`src/rtl/toggle_hs_rx.sv`:
```
// Receive side of a two-phase (toggle) handshake: each req_t edge pushes data_in into a FIFO, answered by an ack_t toggle.
// Define TOGGLE_RX_SYNC_EN to pass req_t through a two-flop synchronizer for a sender in another clock domain.
module toggle_hs_rx #(
  parameter int DATA_W = 8,
  parameter int DEPTH  = 4
) (
  input  logic                     clk,
  input  logic                     reset,
  input  logic                     req_t,
  input  logic [DATA_W-1:0]        data_in,
  output logic                     ack_t,
  output logic [DATA_W-1:0]        out_data,
  output logic                     out_valid,
  input  logic                     out_ready,
  output logic [$clog2(DEPTH):0]   count
);

  localparam int AW = $clog2(DEPTH);
  localparam logic [AW:0] FULL = (AW+1)'(DEPTH);

  logic              req_s;
  logic              req_last;
  logic [AW-1:0]     wr_ptr;
  logic [AW-1:0]     rd_ptr;
  logic [DATA_W-1:0] mem [DEPTH];
  logic              push;
  logic              pop;

`ifdef TOGGLE_RX_SYNC_EN
  logic req_p0;
  logic req_p1;

  // Synchronizer stages: req_t -> req_p0 -> req_p1
  always_ff @(posedge clk or negedge reset) begin
    if (!reset) begin
      req_p0 <= 1'b0;
      req_p1 <= 1'b0;
    end else begin
      req_p0 <= req_t;
      req_p1 <= req_p0;
    end
  end

  assign req_s = req_p1;
`else
  assign req_s = req_t;
`endif

  // Fullness is judged on the registered count, so a pop frees space only for the next edge.
  assign push = (req_s != req_last) && (count < FULL);
  assign pop  = out_valid && out_ready;

  // Handshake and pointer state
  always_ff @(posedge clk or negedge reset) begin
    if (!reset) begin
      req_last <= 1'b0;
      ack_t    <= 1'b0;
      wr_ptr   <= '0;
      rd_ptr   <= '0;
      count    <= '0;
    end else begin
      if (push) begin
        req_last <= req_s;
        ack_t    <= ~ack_t;
        wr_ptr   <= wr_ptr + 1'b1;
      end
      if (pop) begin
        rd_ptr <= rd_ptr + 1'b1;
      end
      if (push && !pop) begin
        count <= count + 1'b1;
      end else if (pop && !push) begin
        count <= count - 1'b1;
      end
    end
  end

  // Storage is cleared too so out_data reads zero after reset.
  always_ff @(posedge clk or negedge reset) begin
    if (!reset) begin
      for (int i = 0; i < DEPTH; i++) begin
        mem[i] <= '0;
      end
    end else if (push) begin
      mem[wr_ptr] <= data_in;
    end
  end

  assign out_valid = (count != '0);
  assign out_data  = mem[rd_ptr];

endmodule
```
`config.mk`:
```
export PLATFORM = sky130hd
export DESIGN_NAME = toggle_hs_rx
export DESIGN_NICKNAME = d
export VERILOG_FILES = /design/src/rtl/toggle_hs_rx.sv
export SDC_FILE = /design/constraint.sdc
export NUM_CORES = 1
export LEC_CHECK = 0
export ABC_AREA = 1
export BUFFER_PORTS_ARGS = -buffer_cell sky130_fd_sc_hd__buf_4
export CAP_MARGIN = 25
export CORE_ASPECT_RATIO = 0.5
export CORE_UTILIZATION = 44
export CTS_CLUSTER_SIZE = 8
export DETAILED_ROUTE_END_ITERATION = 12
export PLACE_DENSITY = 0.66
export SETUP_SLACK_MARGIN = 0.2
export SYNTH_ARGS = -nofsm -noshare
export SYNTH_HDL_FRONTEND = slang
export SYNTH_SLANG_ARGS = --single-unit
```
`constraint.sdc`:
```
create_clock -name clk -period 1.85 [get_ports clk]
set_input_delay 0 -clock clk [delete_from_list [all_inputs] [get_ports clk]]
set_output_delay 0 -clock clk [all_outputs]
set_load 0.02 [all_outputs]
```
# --- Word level (Yosys, flattened, before mapping) ---
# Cells that the tools add are included.
word_totals:
  regBits: 41
  elab_cells: 38
classes:
  add_sub_neg: 4
  n_lt_le_gt_ge: 4
  eq_ne: 1
  mux: 8
  bitwise: 3
  n_reduce_logical: 9
ops:
  columns: ["op", "n"]
  rows:
  - ["$bwmux W32", 1]
  - ["$mux W8", 3]
  - ["$bmux W8 S2", 1]
  - ["$demux W8 S2", 1]
  - ["$ge A3 B3 Y1 const B", 2]
  - ["$mux W3", 2]
  - ["$not A2 Y3", 2]
  - ["$logic_and A1 B1 Y1", 5]
  - ["$add A2 B1 Y2 const B", 2]
  - ["$add A3 B1 Y3 const B", 1]
  - ["$lt A3 B1 Y1 const B", 1]
  - ["$lt A3 B3 Y1 const B", 1]
  - ["$reduce_bool A3 Y1", 1]
  - ["$sub A3 B1 Y3 const B", 1]
  - ["$logic_not A1 Y1", 2]
  - ["$reduce_bool A2 Y1", 1]
  - ["$ne A1 B1 Y1", 1]
  - ["$not A1 Y1", 1]

# --- Logic depth before layout (Yosys ltp) ---
depth:
  ltp_word: 6
  mapped_depth: 12
  mapped_depth_nobuf: 11

# --- Worst setup path before layout ---
# No wires, ideal clock.
synth_timing:
  kind: "reg2reg"
  start: "register count[2]"
  end: "register count[2]"
  setup_time_ns: 0.118
  arrival_ns: 1.780
  required_ns: 1.732
  setup_slack_ns: -0.047
  path_stages_with_launch: 12
  period_less_slack_ns: 1.897
  path_cell_list: "dfrtp_1 -> inv_2 -> nand2_2 -> nor2_4 -> buf_2 -> ha_1 -> inv_1 -> fa_1 -> nand2_1 -> nand3_1 -> nand2_1 -> nand2_1"
synth_via:
  elab_chain_len: 5
synth_rtl:
  columns: ["item", "line_no", "text"]
  rows:
  - ["start: declaration", "15", "output logic [$clog2(DEPTH):0] count"]
  - ["start signal: assignment", "71", "count <= count + 1'b1;"]
  - ["start signal: assignment", "73", "count <= count - 1'b1;"]
  - ["$lt A3 B3 Y1 *", "50", "assign push = (req_s != req_last) && (count < FULL);"]
  - ["$logic_and A1 B1 Y1 *", "50", null]
  - ["net push", "26", "logic push;"]
  - ["$logic_not A1 Y1", "72", "end else if (pop && !push) begin"]
  - ["$logic_and A1 B1 Y1", "72", null]
  - ["$reduce_bool A2 Y1 (no source line)", null, null]
# The timed path passes the listed nets; every way through them passes the cells marked *. The select of a mux whose other input is x is not followed.
# A chain may end at the register's enable or synchronous reset.

# --- Worst setup path after layout ---
layout_timing:
  start: "register req_last"
  end: "register count[2]"
layout_via:
  elab_chain_len: 5
layout_rtl:
  columns: ["item", "line_no", "text"]
  rows:
  - ["start: declaration", "22", "logic req_last;"]
  - ["start signal: assignment", "63", "req_last <= req_s;"]
  - ["$ne A1 B1 Y1 *", "50", null]
  - ["$logic_and A1 B1 Y1 *", "50", null]
  - ["$logic_not A1 Y1", "72", null]
  - ["$logic_and A1 B1 Y1", "72", null]
  - ["$reduce_bool A2 Y1 (no source line)", null, null]
# Every way passes the cells marked *; elsewhere a longest branch is shown, timed or not.

==> metrics.txt <==
Root Buffer=sky130_fd_sc_hd__clkbuf_8; fraction of registers with async set or reset after synthesis=100%; PnR worst setup slack=0.206 ns; ANT nets after route=0; Total Routing Usage GR=between 20 and 25%; synthesized flop and latch total=41; logic gate share of total power=54.0%; total leakage power=1.36 nW; DR iter-0 viols=roughly 110; minimum clock period after layout=1.64 ns; critical path's largest stage delay=0.42 ns; detailed-routing iteration count for the pre-antenna-repair pass=6; RSZ-0062 raised after global routing=true; Slowest cell on crit path=sky130_fd_sc_hd__dfrtp_1; Pint=2.86 mW; cell type with the largest total area after synthesis=sky130_fd_sc_hd__dfrtp_1; gate count after technology mapping=256; mean post-synth cell area=7.98 µm²; sequential group share of total power=between 30% and 40%; DRC violations left=0; detailed placement HPWL=3070 µm; Setup Total Neg Slack=0 ns; Clk Latency, worst-skew pair=around 0.30 ns; Worst Path Class, Setup=reg -> reg; routed via count divided by cell count=5.06; worst slack, placed=0.170 ns; final standard cell count with taps included and fillers excluded=363; global-route wire length before repair=8460 µm; Clock Skew=0.00417 ns; clock transition at the registers of the reported paths=0.08 ns; critical path cell sequence=nand2_2, nand2_4, nor2_4, ha_4, inv_2, fa_2, inv_1, nand2_1, nand3_1, nand2_1, nand2_1; cell area after synthesis=0.00204 mm²; antenna violations before repair=0; fraction of final layout cells with drive strength greater than 1=a little over a fifth; max cap viols=0; Switching Share=approximately 43%; endpoint type of the worst setup path=flop; area growth from synthesis to layout=28.4%; worst min-delay path class=in -> reg; maximum operating frequency=0.608 GHz; ratio of total power to cell area=a little under 2000 mW/mm²; worst-case vdd ir drop=835 µV; portion of the clock cycle consumed by the worst path in the final layout=88.8%; data required time of the worst path=around 2.1 ns; most repeated cell in the gate-level netlist after synthesis=sky130_fd_sc_hd__nand2_1; status=finished, final reports clean; net switching power figure=between 2 and 2.5 mW; level count of the clock H-tree=2; Inserted Clock Buffers=5; Arr. time, crit path=1.88 ns; clock tree from TritonCTS=done; total overflow reported by the global router=0; Max-Slew Margin vs Limit=65.0%; biggest fanout along the worst timing path=4; vias=1838; number of clock sinks=a little over 40; die boundary width=98.3 µm; share of Yosys cell area claimed by the top area cell type=50.2%; PortBufs=24; startpoint types=flop; gp weighted congestion=0.757; Hold Violations, Final=0; count of flip-flops with a built-in enable after synthesis=0; launch point of the worst hold path=req_t; Syn Nets=274; proportion of synthesized chip area in sequential cells=50.2%; number of distinct library cells after synthesis=17; Slew @ Worst Pin=0.526 ns; top cells by area, synth=sky130_fd_sc_hd__dfrtp_1, sky130_fd_sc_hd__nand2_1, sky130_fd_sc_hd__nand3_1, sky130_fd_sc_hd__o21ai_0, sky130_fd_sc_hd__nor2_1; setup-violating endpoint count in the final report=0; critical path launch point=req_last$_DFFE_PN0P_; Final Instance Area=0.00262 mm²; worst hold slack=between 0.008 and 0.009 ns; routed wire length per instance=13.6 µm; Fillers=around 420; site row count=17; count of inserted antenna diode cells=0; most used flip-flop cell after synthesis=sky130_fd_sc_hd__dfrtp_1; net total in the final layout=323; maximum number of pins on one net before global-route repair=42; height of the die=50.2 µm; total of warnings raised by yosys=0; vias in the first global route=~1800; placed cell count=333; Floorplan Core Area=0.00442 mm²; area post-placement=~0.0023 mm²; leading post-synthesis cells by instance count=sky130_fd_sc_hd__nand2_1, sky130_fd_sc_hd__dfrtp_1, sky130_fd_sc_hd__nand3_1; final routed wirelength across all metal layers=4950 µm; initial standard-cell utilization of the core=46.2%; Pins Over Slew Limit=0; proportion of power drawn by the clock network=15.1%; io pins=25; maximum buffer depth of the clock tree=2; FF-to-FF Start=req_last$_DFFE_PN0P_; die outline area=0.00493 mm²; cell type with the highest occurrence count on the critical path=sky130_fd_sc_hd__nand2_1
[layout make-up]
type | count | area (µm²) | area share (%)
Tap cell | 57 | 71.3 | 2.72
Timing Repair Buffer | 54 | 430 | 16.4
Inverter | 12 | 53.8 | 2.05
Clock buffer | 6 | 82.6 | 3.15
Clock inverter | 2 | 37.5 | 1.43
Multi-Input combinational cell | 191 | 916 | 34.9
Sequential cell | 41 | 1030 | 39.3
[worst paths after layout]
path                       cells after the start  slack, ns                    to
max                                           11       0.21  count[2]$_DFFE_PN0P_
min                                            3      0.008  req_last$_DFFE_PN0P_
max reg2reg                                   11       0.21  count[2]$_DFFE_PN0P_
min reg2reg                                    2       0.47   mem[18]$_DFFE_PN0P_
max in group asynchronous                      2       1.24  count[2]$_DFFE_PN0P_
min in group asynchronous                      2       0.21   mem[25]$_DFFE_PN0P_
[cell families (layout without fill, tap and decap cells)]
kind of cell    count (synthesis)  count (layout)  synth area share, %
simple gates                  158             158                 32.4
flops                          41              41                 50.2
compound gates                 26              26                 6.37
buf+inv                        24              74                 6.50
fa+ha+maj                       6               6                 4.04
xor+xnor                        1               1                0.429
[stage by stage]
stage	power, mW	util [%]
after global placement	4.03	51.9
after detailed placement	4.10	51.9
after global routing	5.49	59.2
final	5.06	59.2
after CTS	4.94	57.7
after floorplan	3.33	-
[layer usage]
metal	vias to the layer above	wire length, µm	GRT usage, %
li1	918	-	-
met1	878	2320	29.1
met2	35	2360	39.3
met3	7	218	4.87
met4	0	44	5.22
met5	-	0	0
[timing repair]
action / CTS / global route
setup endpoints to repair: 3 / 8
gates resized for setup: 1 / 3
buffers inserted: 4 / 8
pin swaps: 1 / 5
hold buffers: 10 / 0
gates cloned: 0 / 0
hold endpoints to repair: 75 / 0
[power groups by stage]
stage / clock (mW) / combinational, mW / sequential [mW]
after detailed placement: 0 / 2.50 / 1.60
final: 0.766 / 2.73 / 1.56
after global placement: 0 / 2.46 / 1.57
after CTS: 0.771 / 2.62 / 1.55
after floorplan: 0 / 1.74 / 1.60
after global routing: 0.816 / 3.06 / 1.62
[placed cells by master, fill, tap and decap left out, drive strengths merged, types with 2 or more instances in the layout]
cell	n
o21ai	26
dlygate4sd3	10
buf	44
clkbuf	6
ha	5
nand3	35
nor2	27
clkinvlp	2
inv	10
dfrtp	41
nand4	5
nand2	91
[state kept, by name, summed over array words and instances (netlist names)]
register	count
ack_t	1
count	3
mem	32
rd_ptr	2
req_last	1
wr_ptr	2
[critical path: cells and delay by family (launching register included)]
| family | cells | cell delay [ns] |
|---|---|---|
| adder cells (fa/ha/maj) | 2 | 0.50 |
| AND/OR/NAND/NOR | 7 | 0.54 |
| buffers and inverters | 2 | 0.11 |
| flip-flops | 1 | 0.42 |
Power figures use the tool's default switching activity.
